===== src/rtl/isp_param_writer_if.sv =====
// rtl/isp_param_writer_if.sv - header, vertex and VRAM write channels of the ISP parameter writer
// Purpose: bundles the handshake and bus signals between triangle setup,
//          the parameter writer and the VRAM write port.
// Signals:
//   header : base_addr, hdr_valid, hdr_ready, isp_inst, tsp_inst, tex_cont
//   vertex : vert_valid, vert_ready, vert_x/y/z/u/v, vert_base_col, vert_off_col
//   vram   : vram_wr, vram_addr, vram_dout, vram_wait
//   status : prim_done, next_addr
// Modports: slave = parameter writer, master = producer/consumer environment.
interface isp_param_writer_if;
   logic [23:0] base_addr;
   logic        hdr_valid;
   logic        hdr_ready;
   logic [31:0] isp_inst;
   logic [31:0] tsp_inst;
   logic [31:0] tex_cont;
   logic        vert_valid;
   logic        vert_ready;
   logic [31:0] vert_x;
   logic [31:0] vert_y;
   logic [31:0] vert_z;
   logic [31:0] vert_u;
   logic [31:0] vert_v;
   logic [31:0] vert_base_col;
   logic [31:0] vert_off_col;
   logic        vram_wr;
   logic [23:0] vram_addr;
   logic [31:0] vram_dout;
   logic        vram_wait;
   logic        prim_done;
   logic [23:0] next_addr;

   modport slave (
      input  base_addr, hdr_valid, isp_inst, tsp_inst, tex_cont,
      input  vert_valid, vert_x, vert_y, vert_z, vert_u, vert_v, vert_base_col, vert_off_col,
      input  vram_wait,
      output hdr_ready, vert_ready, vram_wr, vram_addr, vram_dout, prim_done, next_addr
   );

   modport master (
      output base_addr, hdr_valid, isp_inst, tsp_inst, tex_cont,
      output vert_valid, vert_x, vert_y, vert_z, vert_u, vert_v, vert_base_col, vert_off_col,
      output vram_wait,
      input  hdr_ready, vert_ready, vram_wr, vram_addr, vram_dout, prim_done, next_addr
   );
endinterface


===== src/rtl/isp_param_writer.sv =====
// rtl/isp_param_writer.sv - packs one polygon's ISP/TSP parameters into VRAM words
// Purpose: writes the header words (isp_inst, tsp_inst, tex_cont) followed by
//          VERTS_PER_PRIM vertices, each x, y, z, optional UV, base colour and
//          optional offset colour, at consecutive word addresses.
// Ports:
//   clock   - system clock, rising edge
//   reset_n - synchronous active-low reset
//   bus     - isp_param_writer_if.slave: header/vertex handshakes, registered
//             VRAM write port with vram_wait stall, prim_done pulse, next_addr
module isp_param_writer #(
   parameter int VERTS_PER_PRIM = 3
) (
   input  logic              clock,
   input  logic              reset_n,
   isp_param_writer_if.slave bus
);

   typedef enum logic [2:0] {S_IDLE, S_HDR, S_VWAIT, S_VERT, S_DONE} state_t;

   // Identifies the word currently presented on the VRAM port.
   typedef enum logic [3:0] {
      W_ISP, W_TSP, W_TEX, W_X, W_Y, W_Z, W_U, W_V, W_UV16, W_BASE, W_OFF, W_END
   } word_t;

   localparam logic [1:0] LAST_VERT = 2'(VERTS_PER_PRIM - 1);

   state_t      state_q, state_d;
   word_t       word_q, word_d;
   logic [1:0]  vcnt_q, vcnt_d;
   logic        texture_q, texture_d;
   logic        offset_q, offset_d;
   logic        uv16_q, uv16_d;
   logic [31:0] tsp_q, tsp_d;
   logic [31:0] tex_q, tex_d;
   logic [31:0] y_q, y_d;
   logic [31:0] z_q, z_d;
   logic [31:0] u_q, u_d;
   logic [31:0] v_q, v_d;
   logic [31:0] base_col_q, base_col_d;
   logic [31:0] off_col_q, off_col_d;
   logic        vram_wr_q, vram_wr_d;
   logic [23:0] vram_addr_q, vram_addr_d;
   logic [31:0] vram_dout_q, vram_dout_d;
   logic [23:0] next_addr_q, next_addr_d;

   logic        wr_done;
   word_t       vert_next;
   logic [31:0] vert_word;

   assign wr_done = vram_wr_q && !bus.vram_wait;

   assign bus.hdr_ready  = (state_q == S_IDLE);
   assign bus.vert_ready = (state_q == S_VWAIT);
   assign bus.prim_done  = (state_q == S_DONE);
   assign bus.vram_wr    = vram_wr_q;
   assign bus.vram_addr  = vram_addr_q;
   assign bus.vram_dout  = vram_dout_q;
   assign bus.next_addr  = next_addr_q;

   // Successor of the current vertex word; the optional fields are skipped
   // according to the flags latched with the header.
   always_comb begin
      vert_next = W_END;
      case (word_q)
         W_X:         vert_next = W_Y;
         W_Y:         vert_next = W_Z;
         W_Z:         vert_next = !texture_q ? W_BASE : (uv16_q ? W_UV16 : W_U);
         W_U:         vert_next = W_V;
         W_V, W_UV16: vert_next = W_BASE;
         W_BASE:      vert_next = offset_q ? W_OFF : W_END;
         default:     vert_next = W_END;
      endcase
   end

   always_comb begin
      vert_word = 32'd0;
      case (vert_next)
         W_Y:     vert_word = y_q;
         W_Z:     vert_word = z_q;
         W_U:     vert_word = u_q;
         W_V:     vert_word = v_q;
         W_UV16:  vert_word = {u_q[31:16], v_q[31:16]};
         W_BASE:  vert_word = base_col_q;
         W_OFF:   vert_word = off_col_q;
         default: vert_word = 32'd0;
      endcase
   end

   always_comb begin
      state_d     = state_q;
      word_d      = word_q;
      vcnt_d      = vcnt_q;
      texture_d   = texture_q;
      offset_d    = offset_q;
      uv16_d      = uv16_q;
      tsp_d       = tsp_q;
      tex_d       = tex_q;
      y_d         = y_q;
      z_d         = z_q;
      u_d         = u_q;
      v_d         = v_q;
      base_col_d  = base_col_q;
      off_col_d   = off_col_q;
      vram_wr_d   = vram_wr_q;
      vram_addr_d = vram_addr_q;
      vram_dout_d = vram_dout_q;
      next_addr_d = next_addr_q;

      case (state_q)
         S_IDLE: begin
            if (bus.hdr_valid) begin
               texture_d   = bus.isp_inst[25];
               offset_d    = bus.isp_inst[24];
               uv16_d      = bus.isp_inst[22];
               tsp_d       = bus.tsp_inst;
               tex_d       = bus.tex_cont;
               // isp_inst goes straight to the port so it appears next cycle.
               vram_wr_d   = 1'b1;
               vram_addr_d = {bus.base_addr[23:2], 2'b00};
               vram_dout_d = bus.isp_inst;
               word_d      = W_ISP;
               vcnt_d      = 2'd0;
               state_d     = S_HDR;
            end
         end

         S_HDR: begin
            if (wr_done) begin
               case (word_q)
                  W_ISP: begin
                     word_d      = W_TSP;
                     vram_addr_d = vram_addr_q + 24'd4;
                     vram_dout_d = tsp_q;
                  end
                  W_TSP: begin
                     word_d      = W_TEX;
                     vram_addr_d = vram_addr_q + 24'd4;
                     vram_dout_d = tex_q;
                  end
                  default: begin
                     // Address stays on the last written word until the next
                     // vertex arrives; the increment happens at accept.
                     vram_wr_d = 1'b0;
                     state_d   = S_VWAIT;
                  end
               endcase
            end
         end

         S_VWAIT: begin
            if (bus.vert_valid) begin
               y_d         = bus.vert_y;
               z_d         = bus.vert_z;
               u_d         = bus.vert_u;
               v_d         = bus.vert_v;
               base_col_d  = bus.vert_base_col;
               off_col_d   = bus.vert_off_col;
               vram_wr_d   = 1'b1;
               vram_addr_d = vram_addr_q + 24'd4;
               vram_dout_d = bus.vert_x;
               word_d      = W_X;
               state_d     = S_VERT;
            end
         end

         S_VERT: begin
            if (wr_done) begin
               if (vert_next == W_END) begin
                  vram_wr_d = 1'b0;
                  if (vcnt_q == LAST_VERT) begin
                     next_addr_d = vram_addr_q + 24'd4;
                     state_d     = S_DONE;
                  end else begin
                     vcnt_d  = vcnt_q + 2'd1;
                     state_d = S_VWAIT;
                  end
               end else begin
                  word_d      = vert_next;
                  vram_addr_d = vram_addr_q + 24'd4;
                  vram_dout_d = vert_word;
               end
            end
         end

         S_DONE: state_d = S_IDLE;

         default: state_d = S_IDLE;
      endcase
   end

   always_ff @(posedge clock) begin
      if (!reset_n) begin
         state_q     <= S_IDLE;
         word_q      <= W_ISP;
         vcnt_q      <= 2'd0;
         texture_q   <= 1'b0;
         offset_q    <= 1'b0;
         uv16_q      <= 1'b0;
         tsp_q       <= 32'd0;
         tex_q       <= 32'd0;
         y_q         <= 32'd0;
         z_q         <= 32'd0;
         u_q         <= 32'd0;
         v_q         <= 32'd0;
         base_col_q  <= 32'd0;
         off_col_q   <= 32'd0;
         vram_wr_q   <= 1'b0;
         vram_addr_q <= 24'd0;
         vram_dout_q <= 32'd0;
         next_addr_q <= 24'd0;
      end else begin
         state_q     <= state_d;
         word_q      <= word_d;
         vcnt_q      <= vcnt_d;
         texture_q   <= texture_d;
         offset_q    <= offset_d;
         uv16_q      <= uv16_d;
         tsp_q       <= tsp_d;
         tex_q       <= tex_d;
         y_q         <= y_d;
         z_q         <= z_d;
         u_q         <= u_d;
         v_q         <= v_d;
         base_col_q  <= base_col_d;
         off_col_q   <= off_col_d;
         vram_wr_q   <= vram_wr_d;
         vram_addr_q <= vram_addr_d;
         vram_dout_q <= vram_dout_d;
         next_addr_q <= next_addr_d;
      end
   end

endmodule


===== src/flat_wrapper.sv =====
// flat-port wrapper written by rule: the top's interface ports become plain ports
module isp_param_writer_flat 
#(
   parameter int VERTS_PER_PRIM = 3
)
  (clock, reset_n, bus_base_addr, bus_hdr_valid, bus_isp_inst, bus_tsp_inst, bus_tex_cont, bus_vert_valid, bus_vert_x, bus_vert_y, bus_vert_z, bus_vert_u, bus_vert_v, bus_vert_base_col, bus_vert_off_col, bus_vram_wait, bus_hdr_ready, bus_vert_ready, bus_vram_wr, bus_vram_addr, bus_vram_dout, bus_prim_done, bus_next_addr);
  isp_param_writer_if bus_i ();
  input  logic clock;
  input  logic reset_n;
  input wire logic [$bits(bus_i.base_addr)-1:0] bus_base_addr;
  input wire logic [$bits(bus_i.hdr_valid)-1:0] bus_hdr_valid;
  input wire logic [$bits(bus_i.isp_inst)-1:0] bus_isp_inst;
  input wire logic [$bits(bus_i.tsp_inst)-1:0] bus_tsp_inst;
  input wire logic [$bits(bus_i.tex_cont)-1:0] bus_tex_cont;
  input wire logic [$bits(bus_i.vert_valid)-1:0] bus_vert_valid;
  input wire logic [$bits(bus_i.vert_x)-1:0] bus_vert_x;
  input wire logic [$bits(bus_i.vert_y)-1:0] bus_vert_y;
  input wire logic [$bits(bus_i.vert_z)-1:0] bus_vert_z;
  input wire logic [$bits(bus_i.vert_u)-1:0] bus_vert_u;
  input wire logic [$bits(bus_i.vert_v)-1:0] bus_vert_v;
  input wire logic [$bits(bus_i.vert_base_col)-1:0] bus_vert_base_col;
  input wire logic [$bits(bus_i.vert_off_col)-1:0] bus_vert_off_col;
  input wire logic [$bits(bus_i.vram_wait)-1:0] bus_vram_wait;
  output wire logic [$bits(bus_i.hdr_ready)-1:0] bus_hdr_ready;
  output wire logic [$bits(bus_i.vert_ready)-1:0] bus_vert_ready;
  output wire logic [$bits(bus_i.vram_wr)-1:0] bus_vram_wr;
  output wire logic [$bits(bus_i.vram_addr)-1:0] bus_vram_addr;
  output wire logic [$bits(bus_i.vram_dout)-1:0] bus_vram_dout;
  output wire logic [$bits(bus_i.prim_done)-1:0] bus_prim_done;
  output wire logic [$bits(bus_i.next_addr)-1:0] bus_next_addr;
  assign bus_i.base_addr = bus_base_addr;
  assign bus_i.hdr_valid = bus_hdr_valid;
  assign bus_i.isp_inst = bus_isp_inst;
  assign bus_i.tsp_inst = bus_tsp_inst;
  assign bus_i.tex_cont = bus_tex_cont;
  assign bus_i.vert_valid = bus_vert_valid;
  assign bus_i.vert_x = bus_vert_x;
  assign bus_i.vert_y = bus_vert_y;
  assign bus_i.vert_z = bus_vert_z;
  assign bus_i.vert_u = bus_vert_u;
  assign bus_i.vert_v = bus_vert_v;
  assign bus_i.vert_base_col = bus_vert_base_col;
  assign bus_i.vert_off_col = bus_vert_off_col;
  assign bus_i.vram_wait = bus_vram_wait;
  assign bus_hdr_ready = bus_i.hdr_ready;
  assign bus_vert_ready = bus_i.vert_ready;
  assign bus_vram_wr = bus_i.vram_wr;
  assign bus_vram_addr = bus_i.vram_addr;
  assign bus_vram_dout = bus_i.vram_dout;
  assign bus_prim_done = bus_i.prim_done;
  assign bus_next_addr = bus_i.next_addr;
  isp_param_writer #(.VERTS_PER_PRIM(VERTS_PER_PRIM)) u_core (.clock(clock), .reset_n(reset_n), .bus(bus_i));
endmodule

===== config.mk =====
export PLATFORM = sky130hd
export DESIGN_NAME = isp_param_writer_flat
export DESIGN_NICKNAME = d
export VERILOG_FILES = /design/src/rtl/isp_param_writer_if.sv /design/src/rtl/isp_param_writer.sv /design/src/flat_wrapper.sv
export SDC_FILE = /design/constraint.sdc
export NUM_CORES = 1
export LEC_CHECK = 0
export ABC_CLOCK_PERIOD_IN_PS = 4300
export BUFFER_PORTS_ARGS = -buffer_cell sky130_fd_sc_hd__buf_4
export CAP_MARGIN = 20
export CORE_MARGIN = 3
export CORE_UTILIZATION = 47
export CTS_BUF_LIST = sky130_fd_sc_hd__clkbuf_4 sky130_fd_sc_hd__clkbuf_8
export DETAILED_ROUTE_END_ITERATION = 10
export PLACE_DENSITY = 0.73
export SYNTH_ARGS = -nofsm -noshare
export SYNTH_HDL_FRONTEND = slang
export SYNTH_SLANG_ARGS = --single-unit

===== constraint.sdc =====
create_clock -name clock -period 4.3 [get_ports clock]
set_input_delay 0.215 -clock clock [delete_from_list [all_inputs] [get_ports clock]]
set_output_delay 0.215 -clock clock [all_outputs]
set_load 0.01 [all_outputs]

==> reports/metrics.cfg <==
[die]
num_io_pins=433
die_area_um2=35500
start_util_pct=47.9
die_h_um=189
die_x_um=189
coreArea_um2=32700
rows=66

[timing]
setup-violations-final=0
worst_slew_pin_slew_ps=1070
grt_setup_unrepaired=false
max_freq_mhz=306
fin_skew_ps=23.5
finalMaxSlewViolations=0
fin_crit_sh_pct=76.1
period_needed_ps=3270
setup_tns_ps=0
hold_viol=0
slew_headroom_pct=28.1

[placement]
gp_congestion=0.886
placed_area_um2=19000
place_inst=2779
port_buffers=426
dp_hpwl_um=39000

[yosys]
synth_area_leaders=dfxtp_1, nand2_1, a21oi_1, clkbuf_1, mux2i_1
netlist_area_um2=15700
avgSynthCellArea_um2=7.56
synthAdderAreaFrac_pct=0.160
synthArstFlopShare_pct=0
synth_top_family_by_area=simple AND/OR/NAND/NOR gates
ys_top_cells_by_count=nand2_1, a21oi_1, dfxtp_1, clkbuf_1, nor2_1
yosys_register_bits=345
synth_compound_area_share_pct=22.6
synth_most_common_cell=nand2_1
synth_xor_xnor_area_share_pct=1.12
seq_area_frac_synth_pct=44.1
synth_top_area_share_pct=44.1
muxShareOfSynthArea_pct=3.41
synth-edff-count=0
synthFlopType=dfxtp_1
synth_warnings=0
synthDistinctLibCells=66
synth_simple_gate_area_share_pct=23.0
netlist_instances=2071
post-synth-top-area-cell=dfxtp_1

[finish]
finalNetCount=3029
stdcell_area_um2=23100
instances_no_fill=3170
syn_to_final_growth_pct=47.3
drive_above_1_share_pct=21.9
fillerInstances=2479

[setup_path]
required_ps=4780
startpoint_type=flip-flop
critPathArrivalTime_ps=3750
end_kind=flip-flop
cp_max_fo=43
path_class=reg -> reg

[cts]
cts_buffers=57
clk_path_buf_depth=3
clock_sinks=345
cts.htree.levels=2
cts-root-buf=clkbuf_8
clk_pin_slew_ps=60
clock_latency_ps=600
cts_tree=done

[pwr]
p_sw_w=0.00188
leakage_nw=8.66
p_int_w=0.00561
netSwitchingFraction_pct=25.1
ir_worst_vdd_uv=233
clkPwrFrac_pct=41.5
power.density_nw_per_um2=325
seqPwrFrac_pct=44.7
p_comb_share_pct=13.8

[status]
status=complete, no violations

[run]
max-cap-violations=0

[drt]
drt_pass1_iterations=6
wire_per_inst_um=19.9
drc_errors=0
vias=17900
topRoutingLayerUsed=met5
drt_wl_total_um=63000
dr_wl_met3_um=5510
via_per_inst=5.65
drtIter0Drc=1997
wl_met1_um=25100
wl_met2_um=29400
ant_nets=0

[global_routing]
grt_antenna_before_repair=7
grt-ovfl-total=0
grt_max_degree=144
grt.total_usage_pct=33.6
first_global_vias=17400
grt_pass1_wl_um=96500

[min_path]
min_path_type=in -> reg

-- stage by stage --
step | hold slack, ps | setup WS (ps) | power [W] | util [%]
global route | 24.7 | 824 | 0.00774 | 70.5
CTS | 1.00 | 1370 | 0.00747 | 70.5
detailed placement | 445 | 1380 | 0.00420 | 58.0
global placement | 442 | 1430 | 0.00419 | 57.9
floorplan | 351 | 2250 | 0.00375 | -
finish | 19.5 | 1030 | 0.00749 | 70.5
-- sequential cells by signal (all words and copies together), names as in the netlist, 2 cells and up --
register and flops:
u_core.bus.vram_dout 32, u_core.y_q 32, u_core.u_q 32, u_core.tex_q 32, u_core.vcnt_q 2, u_core.tsp_q 32
u_core.z_q 32, u_core.v_q 32, u_core.off_col_q 32, u_core.bus.vram_addr 22, u_core.bus.next_addr 22, u_core.word_q 4
u_core.state_q 3, u_core.base_col_q 32
-- repair_timing --
action,CTS,global route
hold buffers,282,0
endpoints found under the hold margin,282,0
setup buffers,0,0
gates resized for setup,0,0
-- path summary, 6_finish.rpt --
check	from	to	slack [ps]	depth (start not counted)
setup / recovery	u_core.word_q[3]	u_core.bus.vram_dout[26]	1030	8
hold / removal	bus_isp_inst[13]	u_core.bus.vram_dout[13]	20	4
hold reg to reg	u_core.z_q[1]	u_core.z_q[1]	450	2
setup reg to reg	u_core.word_q[3]	u_core.bus.vram_dout[26]	1030	8
-- power groups by stage --
stage | clock network, W | logic [W] | registers, W
6_report | 0.00311 | 0.00104 | 0.00335
5_1_grt | 0.00328 | 0.00110 | 0.00335
4_1_cts | 0.00313 | 0.00100 | 0.00334
3_5_place_dp | 0 | 0.000790 | 0.00341
3_3_place_gp | 0 | 0.000777 | 0.00341
2_1_floorplan | 0 | 0.000340 | 0.00341
-- cells by family (layout without fill, tap and decap cells) --
family / after synthesis / count (layout)
and+or+nand+nor: 842 / 842
AOI/OAI and AO/OA: 601 / 601
DFF: 345 / 345
buffers and inverters: 208 / 855
muxes: 52 / 52
xor gates and xnor gates: 20 / 20
adders and majority gates: 2 / 2
other: 1 / 11
-- worst max-delay path, cell delays in order, from the launching register on --
cell	delay [ps]
dfxtp_2	390
buf_4	470
nand2_1	210
nor4b_4	920
buf_4	380
a22oi_1	150
o21ai_0	240
a21oi_1	150
o22ai_1	250
-- layout by cell type (no fill, tap or decap), types with 5 or more instances in the layout --
master / n
clkbuf_4: 17
o22ai_1: 16
a31oi_1: 12
buf_4: 451
o31ai_1: 6
nand3_1: 22
mux2i_1: 41
nor3_1: 29
a211oi_1: 20
a221oi_1: 6
o21ai_1: 7
nand4b_1: 21
o21ai_0: 64
diode_2: 7
nor2b_1: 11
nand2b_1: 5
xor2_1: 10
a21oi_1: 371
nand3b_1: 5
nand2_1: 631
inv_1: 14
a32o_1: 17
clkbuf_8: 79
nand4bb_1: 9
a22oi_1: 18
a221o_1: 32
dlygate4sd3_1: 282
mux2_2: 11
a311oi_1: 9
dfxtp_1: 343
nor2_1: 72
xnor2_1: 10
-- per-layer routing --
layer,up-vias,track usage [%]
li1,8353,-
met1,8304,42.6
met2,1050,55.1
met3,214,7.14
met4,4,15.0
met5,-,0
-- area by class of cell --
type / instances / area [um2] / share of cell area, %
multi-input cells: 1521 / 7950 / 34.5
flip-flops and latches: 345 / 6910 / 30.0
repair buffers: 738 / 6320 / 27.4
clock buffers: 96 / 1210 / 5.27
well taps: 442 / 553 / 2.40
inverters: 15 / 63.8 / 0.277
clock inverters: 6 / 40.0 / 0.174
diodes: 7 / 17.5 / 0.0759
No activity file was read; power rests on OpenSTA's default activity.
